$ cat config.mk
export PLATFORM = sky130hd
export DESIGN_NAME = guess_commit_sequencer
export DESIGN_NICKNAME = d
export VERILOG_FILES = /design/src/rtl/guess_commit_sequencer_pkg.sv /design/src/rtl/guess_commit_sequencer.sv
export SDC_FILE = /design/constraint.sdc
export NUM_CORES = 1
export LEC_CHECK = 0
export ABC_AREA = 1
export CAP_MARGIN = 0
export CORE_MARGIN = 2
export CORE_UTILIZATION = 60
export DETAILED_ROUTE_END_ITERATION = 16
export DONT_BUFFER_PORTS = 1
export GPL_TIMING_DRIVEN = 0
export PLACE_DENSITY = 0.8
export SETUP_SLACK_MARGIN = 0.3
export SKIP_LAST_GASP = 1
export SLEW_MARGIN = 10
export SYNTH_ARGS = -nofsm -noshare
export SYNTH_HDL_FRONTEND = slang
export SYNTH_SLANG_ARGS = --single-unit
$ cat constraint.sdc
create_clock -name clk -period 7.6 [get_ports clk]
set_input_delay 1.14 -clock clk [delete_from_list [all_inputs] [get_ports clk]]
set_output_delay 1.14 -clock clk [all_outputs]
set_load 0.03 [all_outputs]
$ cat src/rtl/guess_commit_sequencer_pkg.sv
// ============================================================================
// guess_commit_sequencer_pkg : shared board geometry, hint codes, FSM states
// Revision: 1.0
// ============================================================================
`default_nettype none

package guess_commit_sequencer_pkg;

  localparam int max_pins_count   = 20;
  localparam int max_guesses      = 99;
  localparam int ram_hints_offset = 1980;
  localparam int PIN_COLOR_W      = 5;
  localparam int PIN_POS_W        = 5;
  localparam int RAM_ADDR_W       = 12;

  localparam int HINT_NONE   = 0;
  localparam int HINT_YELLOW = 1;
  localparam int HINT_GREEN  = 2;

  typedef enum logic [2:0] {
    IDLE     = 3'd0,
    WR_GUESS = 3'd1,
    YELLOW   = 3'd2,
    WR_HINT  = 3'd3,
    DONE     = 3'd4,
    ERR      = 3'd5
  } gcs_state_e;

endpackage

`default_nettype wire

$ cat src/rtl/guess_commit_sequencer.sv
// ============================================================================
// guess_commit_sequencer : writes a guess row to board RAM, scores it against
// the secret and writes the matching hint row.   Revision: 1.0
// ============================================================================
`default_nettype none

module guess_commit_sequencer
  import guess_commit_sequencer_pkg::*;
#(
  parameter int MAX_PINS  = max_pins_count,
  parameter int COLOR_W   = PIN_COLOR_W,
  parameter int POS_W     = PIN_POS_W,
  parameter int HINTS_OFS = ram_hints_offset
) (
  input  logic                          clk,
  input  logic                          reset,
  input  logic                          start,
  input  logic [POS_W-1:0]              pins_count,
  input  logic [7:0]                    guess_row,
  input  logic [MAX_PINS*COLOR_W-1:0]   guess,
  input  logic [MAX_PINS*COLOR_W-1:0]   secret,
  input  logic                          ram_wr_ready,
  output logic                          ram_wr_en,
  output logic [RAM_ADDR_W-1:0]         ram_wr_addr,
  output logic [COLOR_W-1:0]            ram_wr_data,
  output logic                          busy,
  output logic                          done,
  output logic                          err,
  output logic [POS_W-1:0]              green,
  output logic [POS_W-1:0]              yellow,
  output logic                          win
);

  gcs_state_e                  r_state;
  gcs_state_e                  w_state_next;
  logic [MAX_PINS*COLOR_W-1:0] r_guess;
  logic [MAX_PINS*COLOR_W-1:0] r_secret;
  logic [RAM_ADDR_W-1:0]       r_row_base;
  logic [POS_W-1:0]            r_n;
  logic [POS_W-1:0]            r_i;
  logic [POS_W-1:0]            r_j;
  logic [POS_W-1:0]            r_k;
  logic [POS_W-1:0]            r_green;
  logic [POS_W-1:0]            r_yellow;
  logic [MAX_PINS-1:0]         r_gmask;
  logic [MAX_PINS-1:0]         r_smask;
  logic                        r_win;

  logic [COLOR_W-1:0]          w_gpin [MAX_PINS];
  logic [COLOR_W-1:0]          w_spin [MAX_PINS];
  logic [POS_W-1:0]            w_n;
  logic                        w_row_bad;
  logic                        w_i_last;
  logic                        w_j_last;
  logic                        w_k_last;
  logic                        w_gsame;
  logic                        w_ymatch;
  logic                        w_y_adv_i;
  logic [POS_W:0]              w_gy_sum;

  generate
    for (genvar p = 0; p < MAX_PINS; p++) begin : g_unpack
      assign w_gpin[p] = r_guess[p*COLOR_W +: COLOR_W];
      assign w_spin[p] = r_secret[p*COLOR_W +: COLOR_W];
    end
  endgenerate

  assign w_n       = (pins_count > POS_W'(MAX_PINS)) ? POS_W'(MAX_PINS) : pins_count;
  assign w_row_bad = (guess_row >= 8'(max_guesses));
  assign w_i_last  = (r_i == r_n - 1'b1);
  assign w_j_last  = (r_j == r_n - 1'b1);
  assign w_k_last  = (r_k == r_n - 1'b1);
  assign w_gsame   = (w_gpin[r_i] == w_spin[r_i]);
  // Secret pins already claimed by a green or an earlier yellow cannot match again
  assign w_ymatch  = !r_smask[r_j] && (w_gpin[r_i] == w_spin[r_j]);
  assign w_y_adv_i = r_gmask[r_i] || w_ymatch || w_j_last;
  assign w_gy_sum  = {1'b0, r_green} + {1'b0, r_yellow};

  assign green  = r_green;
  assign yellow = r_yellow;
  assign win    = r_win;

  always_ff @(posedge clk) begin
    if (reset) r_state <= IDLE;
    else       r_state <= w_state_next;
  end

  always_comb begin
    w_state_next = r_state;
    ram_wr_en    = 1'b0;
    ram_wr_addr  = '0;
    ram_wr_data  = '0;
    busy         = 1'b0;
    done         = 1'b0;
    err          = 1'b0;
    case (r_state)
      IDLE: begin
        if (start) begin
          if (w_n == '0)     w_state_next = DONE;
          else if (w_row_bad) w_state_next = ERR;
          else               w_state_next = WR_GUESS;
        end
      end
      WR_GUESS: begin
        busy        = 1'b1;
        ram_wr_en   = 1'b1;
        ram_wr_addr = r_row_base + RAM_ADDR_W'(r_i);
        ram_wr_data = w_gpin[r_i];
        if (ram_wr_ready && w_i_last) w_state_next = YELLOW;
      end
      YELLOW: begin
        busy = 1'b1;
        if (w_y_adv_i && w_i_last) w_state_next = WR_HINT;
      end
      WR_HINT: begin
        busy        = 1'b1;
        ram_wr_en   = 1'b1;
        ram_wr_addr = RAM_ADDR_W'(HINTS_OFS) + r_row_base + RAM_ADDR_W'(r_k);
        if (r_k < r_green)               ram_wr_data = COLOR_W'(HINT_GREEN);
        else if ({1'b0, r_k} < w_gy_sum) ram_wr_data = COLOR_W'(HINT_YELLOW);
        else                             ram_wr_data = COLOR_W'(HINT_NONE);
        if (ram_wr_ready && w_k_last) w_state_next = DONE;
      end
      DONE: begin
        done         = 1'b1;
        w_state_next = IDLE;
      end
      ERR: begin
        err          = 1'b1;
        w_state_next = IDLE;
      end
      default: w_state_next = IDLE;
    endcase
  end

  always_ff @(posedge clk) begin
    if (reset) begin
      r_guess    <= '0;
      r_secret   <= '0;
      r_row_base <= '0;
      r_n        <= '0;
      r_i        <= '0;
      r_j        <= '0;
      r_k        <= '0;
      r_green    <= '0;
      r_yellow   <= '0;
      r_gmask    <= '0;
      r_smask    <= '0;
      r_win      <= 1'b0;
    end else begin
      case (r_state)
        IDLE: begin
          if (start) begin
            r_guess    <= guess;
            r_secret   <= secret;
            r_n        <= w_n;
            r_row_base <= RAM_ADDR_W'(guess_row) * RAM_ADDR_W'(MAX_PINS);
            r_i        <= '0;
            r_j        <= '0;
            r_k        <= '0;
            r_green    <= '0;
            r_yellow   <= '0;
            r_gmask    <= '0;
            r_smask    <= '0;
            r_win      <= (w_n == '0);
          end
        end
        WR_GUESS: begin
          if (ram_wr_ready) begin
            if (w_gsame) begin
              r_gmask[r_i] <= 1'b1;
              r_smask[r_i] <= 1'b1;
              r_green      <= r_green + 1'b1;
            end
            r_i <= w_i_last ? '0 : r_i + 1'b1;
            r_j <= '0;
          end
        end
        YELLOW: begin
          if (r_gmask[r_i]) begin
            r_i <= r_i + 1'b1;
          end else if (w_ymatch) begin
            r_smask[r_j] <= 1'b1;
            r_yellow     <= r_yellow + 1'b1;
            r_i          <= r_i + 1'b1;
            r_j          <= '0;
          end else if (w_j_last) begin
            r_i <= r_i + 1'b1;
            r_j <= '0;
          end else begin
            r_j <= r_j + 1'b1;
          end
        end
        WR_HINT: begin
          if (ram_wr_ready) begin
            r_k <= r_k + 1'b1;
            if (w_k_last) r_win <= (r_green == r_n);
          end
        end
        default: ;
      endcase
    end
  end

endmodule

`default_nettype wire

==> run summary, run 1 <==
Post-CTS Setup Inserts - 0
Clock sink count - 284
Min-Delay Path Class - register to register
Final worst-path cycle share - 67.0%
Tmin final - 5.09 ns
Slew HR - 21.1%
Core ar. - 27600 µm²
CTS clock-pin slew for the worst setup and hold paths - 0.06 ns
CP required - 6.46 ns
Most used flip-flop cell after synthesis - dfxtp_1
DP HPWL - 46800 µm
P_int - 3.87 mW
Largest net degree at the start of global routing - 14
Reg power frac - 27.0%
Worst-Skew Late Latency - 0.53 ns
Setup CP Type - register to primary output
Commonest cells after routing, fill and taps aside - nand2_1 (641), inv_1 (332), nand3_1 (328)
Total Neg Setup Slack - 0 ns
Clock power share - 23.3%
I/O Pins - 249
WL/cell - 21.1 µm
Hold_buf cts - 0
Outcome - finished clean
Crit end category - primary output
Clock tree buffer depth - 3
Final hold violation count - 0
Post-synthesis cell type count - 50
Critical path fanouts, max - 8
Clk root buf - clkbuf_16
DR pass1 iterations - 8
Critical Path Start Type - register
H-tree depth - 2
DR iter-0 viols - 2433
Slew @ Worst Pin - 1.18 ns
Combinational Power Share - 49.6%
Die ar. - 29100 µm²
Sequential element share of the synthesized area - 34.1%
Ys async rst share - 0%
First-pass GRT wire length - 94100 µm
P&R area growth vs syn - 9.89%
Post-CTS resize count - 0
DR vias - 18100
Synthesized area - 16700 µm²
Max-cap violations - 0
Routed Antenna Nets - 0
Final setup violation count - 0
Remaining Overflow, GRT - 0
Via/cell ratio - 6.00
Antenna violations before repair - 5
Remaining routing DRC violations - 0
Max Slew Vio Count - 0
Hold_ws - 0.450 ns
Routability cong. - 0.998
Final nets - 2883
Sw frac - 47.0%
PwrDens - 399 nW/µm²
Cell Rows - 61
Lkg Pwr - 7.98 nW
Overall Global Routing Usage - 42.4%
Worst VDD drop - 0.255 mV
Yosys Warn Count - 0
Yosys reg bits - 284
Fill cell count - 2572
Initial core utilization - 60.5%
Post-synth EDFFs - 0
CTS tree - yes
RSZ-0062 raised after global routing - false
Cells after synthesis - 2572
Critical path arrival - 3.95 ns
Layout cells sized above 1 - 6.04%
Number of port buffers - 0
Sw Pwr - 3.44 mW
Syn Area/Cell - 6.49 µm²
FMAX - 196 MHz
Leading cell type in the layout, fill and taps excluded - nand2_1
Vias in the first global route - 16900
Syn Nets - 2847
CTS Buf Count - 34
Detailed Route WL - 63600 µm
Die height - 171 µm
Skew final - 0.0231 ns
Die width - 171 µm
per-stage QoR:
| stage | cell area, µm² | util, % | total power [mW] | worst slack, ns | cells |
|---|---|---|---|---|---|
| after global routing | 18300 | 66.5 | 7.70 | 2.33 | 3012 |
| after global placement | 17200 | 62.3 | 5.40 | 3.13 | 2950 |
| final | 18300 | 66.5 | 7.31 | 2.51 | 3016 |
| after detailed placement | 17200 | 62.3 | 5.46 | 3.07 | 2950 |
| after floorplan | 16700 | - | 4.41 | 3.49 | 2572 |
| after CTS | 18300 | 66.5 | 7.18 | 2.52 | 3010 |
flip-flops by register name (all words and copies together) (netlist names), 3 cells and up:
name and cells:
r_j 5, r_secret 100, green 5, r_row_base 10, r_k 5, r_state 3, r_guess 100, r_gmask 20
r_smask 20, yellow 5, r_n 5, r_i 5
path summary, 6_finish.rpt:
check | start | endpoint | slack (ns) | cells past startpoint
worst max-delay path | green[0]$_SDFFE_PP0P_ | ram_wr_data[0] | 2.51 | 11
worst max register to register | r_j[1]$_SDFFE_PP0P_ | r_smask[19]$_SDFFE_PP0P_ | 4.12 | 16
worst min-delay path | r_gmask[14]$_SDFFE_PP0P_ | r_gmask[14]$_SDFFE_PP0P_ | 0.45 | 2
worst min register to register | r_gmask[14]$_SDFFE_PP0P_ | r_gmask[14]$_SDFFE_PP0P_ | 0.45 | 2
logic make-up (layout without fill, tap and decap cells):
group | after synthesis | after routing | synth area share [%]
AOI/OAI and AO/OA | 502 | 502 | 16.7
xor gates and xnor gates | 36 | 36 | 1.89
adders and majority gates | 58 | 58 | 4.53
buffers and inverters | 518 | 578 | 12.7
DFF | 284 | 284 | 34.1
other | 0 | 6 | 0
and+or+nand+nor | 1174 | 1174 | 30.1
synth_stat cells, types with 2 or more instances:
cell type / instances / share of area, %
a211oi_1: 4 / 0.18
a21oi_1: 127 / 3.8
a31oi_1: 6 / 0.23
and2_1: 2 / 0.075
buf_1: 6 / 0.14
buf_2: 48 / 1.4
buf_4: 9 / 0.41
buf_6: 11 / 0.74
clkbuf_1: 91 / 2.0
clkinv_1: 8 / 0.18
dfxtp_1: 284 / 34
fa_1: 4 / 0.48
ha_1: 54 / 4.1
inv_1: 332 / 7.5
inv_2: 13 / 0.29
nand2_1: 641 / 14
nand3_1: 328 / 9.8
nand3b_1: 3 / 0.14
nand4_1: 23 / 0.86
nor2_1: 128 / 2.9
nor2_2: 3 / 0.11
nor3_1: 27 / 0.81
nor3_2: 8 / 0.48
o211ai_1: 59 / 2.7
o211ai_2: 2 / 0.15
o21a_1: 3 / 0.14
o21ai_0: 268 / 8.0
o21ai_1: 8 / 0.24
o22ai_1: 9 / 0.34
o31ai_1: 2 / 0.090
o32ai_1: 5 / 0.26
or2_2: 4 / 0.15
xnor2_1: 7 / 0.37
xor2_1: 29 / 1.5
critical path, stage by stage (launching register included):
cell      delay [ns]
dfxtp_1         0.71
ha_1            0.28
inv_1           0.06
fa_1            0.43
ha_1            0.28
a21boi_0        0.12
o21a_1          0.17
o21ai_0         0.14
nand2_1         0.08
a21oi_1         0.12
nor3_1          0.08
o32ai_1         0.95
cell type report:
| class | instances | area (µm²) | share of cell area [%] |
|---|---|---|---|
| diodes | 6 | 15.0 | 0.0819 |
| plain buffers | 165 | 796 | 4.34 |
| clock buffers | 46 | 977 | 5.33 |
| clock inverters | 14 | 185 | 1.01 |
| inverters | 353 | 1330 | 7.23 |
| multi-input cells | 1770 | 8870 | 48.4 |
| flip-flops and latches | 284 | 5690 | 31.0 |
| well taps | 378 | 473 | 2.58 |
power by group through the flow:
| stage | logic, mW | registers, mW | clock network [mW] |
|---|---|---|---|
| finish | 3.63 | 1.98 | 1.70 |
| global route | 3.94 | 2.00 | 1.76 |
| global placement | 3.41 | 1.99 | 0 |
| floorplan | 2.47 | 1.95 | 0 |
| CTS | 3.50 | 1.97 | 1.70 |
| detailed placement | 3.47 | 2.00 | 0 |
metal layers:
metal,part of all wire [%],track usage (%)
met5,0,0
met1,38,52.6
met2,44,68.6
met3,12,10.0
met4,5.7,22.2
Note: power is estimated with default switching activity, not from simulation.
==> inputs of run 2 (changes only) <==
Settings changed: CORE_UTILIZATION 60 to 58.
Clock period 7.6 ns to 4.3 ns, I/O delays scaled along.
==> run 2 against run 1 <==
Final cell count about the same. Register-to-register slack lost 3.4 ns. Critical path type unchanged. Largest cell class unchanged. Critical path depth up 4. Routed wire length shrank 0.93%. Core utilization is 2.2 points lower. Non-clock buffer count stayed put.
==> run summary, run 2 (synthesis gave the netlist of run 1 again) <==
Outcome - finished clean
Reg2reg path depth - 17 (+1)
Buf/Inv on CP - 4 (+3)
Final nets - 2879 (-0.14%)
Final Power - 12.9 mW (+76%)
R2r setup slk - 0.74 ns (-3.38 ns)
Slew @ Worst Pin - 1.14 ns (-0.0403 ns)
Crit end category - primary output
R2R Path End - r_gmask[19]$_SDFFE_PP0P_
Post-CTS Setup Inserts - 0 (unchanged)
Setup CP Type - register to primary output
Skew final - 0.0153 ns (-0.00777 ns)
Clk root buf - clkbuf_16
Multi-input gate area - 8920 µm² (+0.56%)
WL/cell - 20.9 µm (-0.96%)
Hold Startpoint - pins_count[4]
Fill cell count - 2666 (+3.7%)
First-pass GRT wire length - 94100 µm (about the same)
Critical path arrival - 3.18 ns (-0.77 ns)
Remaining routing DRC violations - 0 (unchanged)
Tmin final - 3.83 ns
Crit path max-delay family - adder cells
Largest net degree at the start of global routing - 15 (+1)
Layout cells sized above 1 - 6.47% (+0.43 points)
P&R area growth vs syn - 10.1%
Critical path cell sequence - inv_1 > ha_1 > inv_1 > ha_1 > inv_1 > fa_1 > o31ai_4 > nand2_1 > nand2_1 > nand2_1 > inv_1 > nor2_1 > nor2_1 > nor3_1 > o22ai_2
H-tree depth - 1 (-1)
Most frequent CP cell - inv_1
Met3 GRT Util - 7.32% (-2.7 points)
PwrDens - 702 nW/µm² (+76%)
Vias in the first global route - 16900 (-0.024%)
Slew HR - 23.2% (+2.1 points)
Dpl cell area - 17200 µm² (about the same)
Initial core utilization - 58.4% (-2.1 points)
Finished Cell Area - 18400 µm² (+0.15%)
Total Neg Setup Slack - 0 ns (unchanged)
CTS clock-pin slew for the worst setup and hold paths - 0.06 ns (about the same)
Final setup violation count - 0 (unchanged)
Detailed Route WL - 63000 µm (-0.93%)
CTS tree - yes
Die ar. - 30100 µm² (+3.4%)
Max-cap violations - 0 (unchanged)
Final hold violation count - 0 (unchanged)
Min-Delay Path Class - input port to register
Final worst-path cycle share - 89.0%
Leading cell type in the layout, fill and taps excluded - nand2_1
Sequential standard cell area - 5700 µm² (+0.22%)
Critical Path Start Type - register
Met1 usage - 51.5% (-1.2 points)
Via/cell ratio - 6.08 (+1.3%)
Remaining Overflow, GRT - 0 (unchanged)
Die width - 174 µm (+1.7%)
Worst VDD drop - 0.444 mV (+74%)
RSZ-0062 raised after global routing - false
Clock sink count - 284 (unchanged)
Reg-to-Reg Start - r_i[1]$_SDFFE_PP0P_
FMAX - 261 MHz
DR vias - 18300 (+1.4%)
Setup ws final - 0.473 ns (-2.03 ns)
Routed Antenna Nets - 0 (unchanged)
Critical path fanouts, max - 3 (-5)
GRT Max-Usage Layer - met2
Max Slew Vio Count - 0 (unchanged)
Core ar. - 28500 µm² (+3.6%)
Slowest stage delay, CP - 0.43 ns (-0.52 ns)
Antenna violations before repair - 5 (unchanged)
Largest regs - r_guess x100, r_secret x100
CTS Buf Count - 30 (-12%)
Worst Hold Path Cells - 1 (-1)
Die height - 174 µm (+1.7%)
Setup WS pre-CTS - 0.392 ns (-2.67 ns)
Clock tree buffer depth - 3 (unchanged)
I/O Pins - 249 (unchanged)
Overall Global Routing Usage - 39.8% (-2.6 points)
Commonest cells after routing, fill and taps aside - nand2_1 (641), inv_1 (332), nand3_1 (328)
WHS Endpoint - r_n[3]$_SDFFE_PP0P_
Routability cong. - 1.05 (+5.0%)
DR iter-0 viols - 2602 (+6.9%)
Cell at the slowest stage of the critical path - fa_1
DR pass1 iterations - 9 (+1)
CP required - 3.65 ns (-2.81 ns)
Cell Rows - 62 (+1.6%)
Worst-Skew Late Latency - 0.57 ns (+0.04 ns)
Hold_ws - 0.201 ns (-0.249 ns)
DP HPWL - 45800 µm (-2.2%)
Met2 track demand over resource - 63.9% (-4.6 points)
Number of port buffers - 0 (unchanged)
Lkg Pwr - 7.98 nW (about the same)
run 2: cell count changes in the layout (fill, tap and decap cells not counted), sizes merged:
cell | previous run | this run
clkinv | 15 | 16
inv | 346 | 345
bufinv | 3 | 6
clkbuf | 137 | 130
diode | 6 | 5
run 2: how the worst max path moves through the flow:
stage	startpoint	endpoint	slack [ns]	cells past startpoint
floorplan	green[0]$_SDFFE_PP0P_	ram_wr_data[0]	0.68	11
global placement	green[0]$_SDFFE_PP0P_	ram_wr_data[0]	0.41	11
detailed placement	green[0]$_SDFFE_PP0P_	ram_wr_data[0]	0.39	11
CTS	yellow[0]$_SDFFE_PP0P_	ram_wr_data[0]	0.30	11
global route	r_k[3]$_SDFFE_PP0P_	ram_wr_addr[11]	0.30	15
finish	r_row_base[3]$_SDFFE_PP0P_	ram_wr_addr[11]	0.47	15
run 2: report_power, final:
group / internal [mW] / switching [mW] / leakage, nW
clock: 1.79 / 1.15 / 0.550
sequential: 3.18 / 0.322 / 2.33
combinational: 1.89 / 4.55 / 5.10
total: 6.86 / 6.02 / 7.98
run 2: what timing repair did:
item | 4_1_cts | 5_1_grt
gates resized for setup | 8 | 8
pin swaps | 1 | 3
hold buffers | 0 | 0
setup endpoints to repair | 5 | 3
run 2: layout make-up:
class,instances,area share (%)
clock inverter,17,1.34
multi-input combinational,1770,48.6
antenna,5,0.0682
tap,384,2.62
sequential,284,31.0
inverter,353,7.22
buffer,165,4.33
clock buffer,39,4.77
run 2: per-layer routing:
layer,vias up,routed length [µm]
met3,271,7390
met2,1290,27400
met4,0,3830
li1,8406,-
met1,8376,24300
met5,-,0
run 2: per-stage QoR:
step | instances | utilization, %
after global placement | 2956 | 60.1
after global routing | 3013 | 64.3
after CTS | 3012 | 64.2
after detailed placement | 2956 | 60.1
after floorplan | 2572 | -
final | 3017 | 64.3
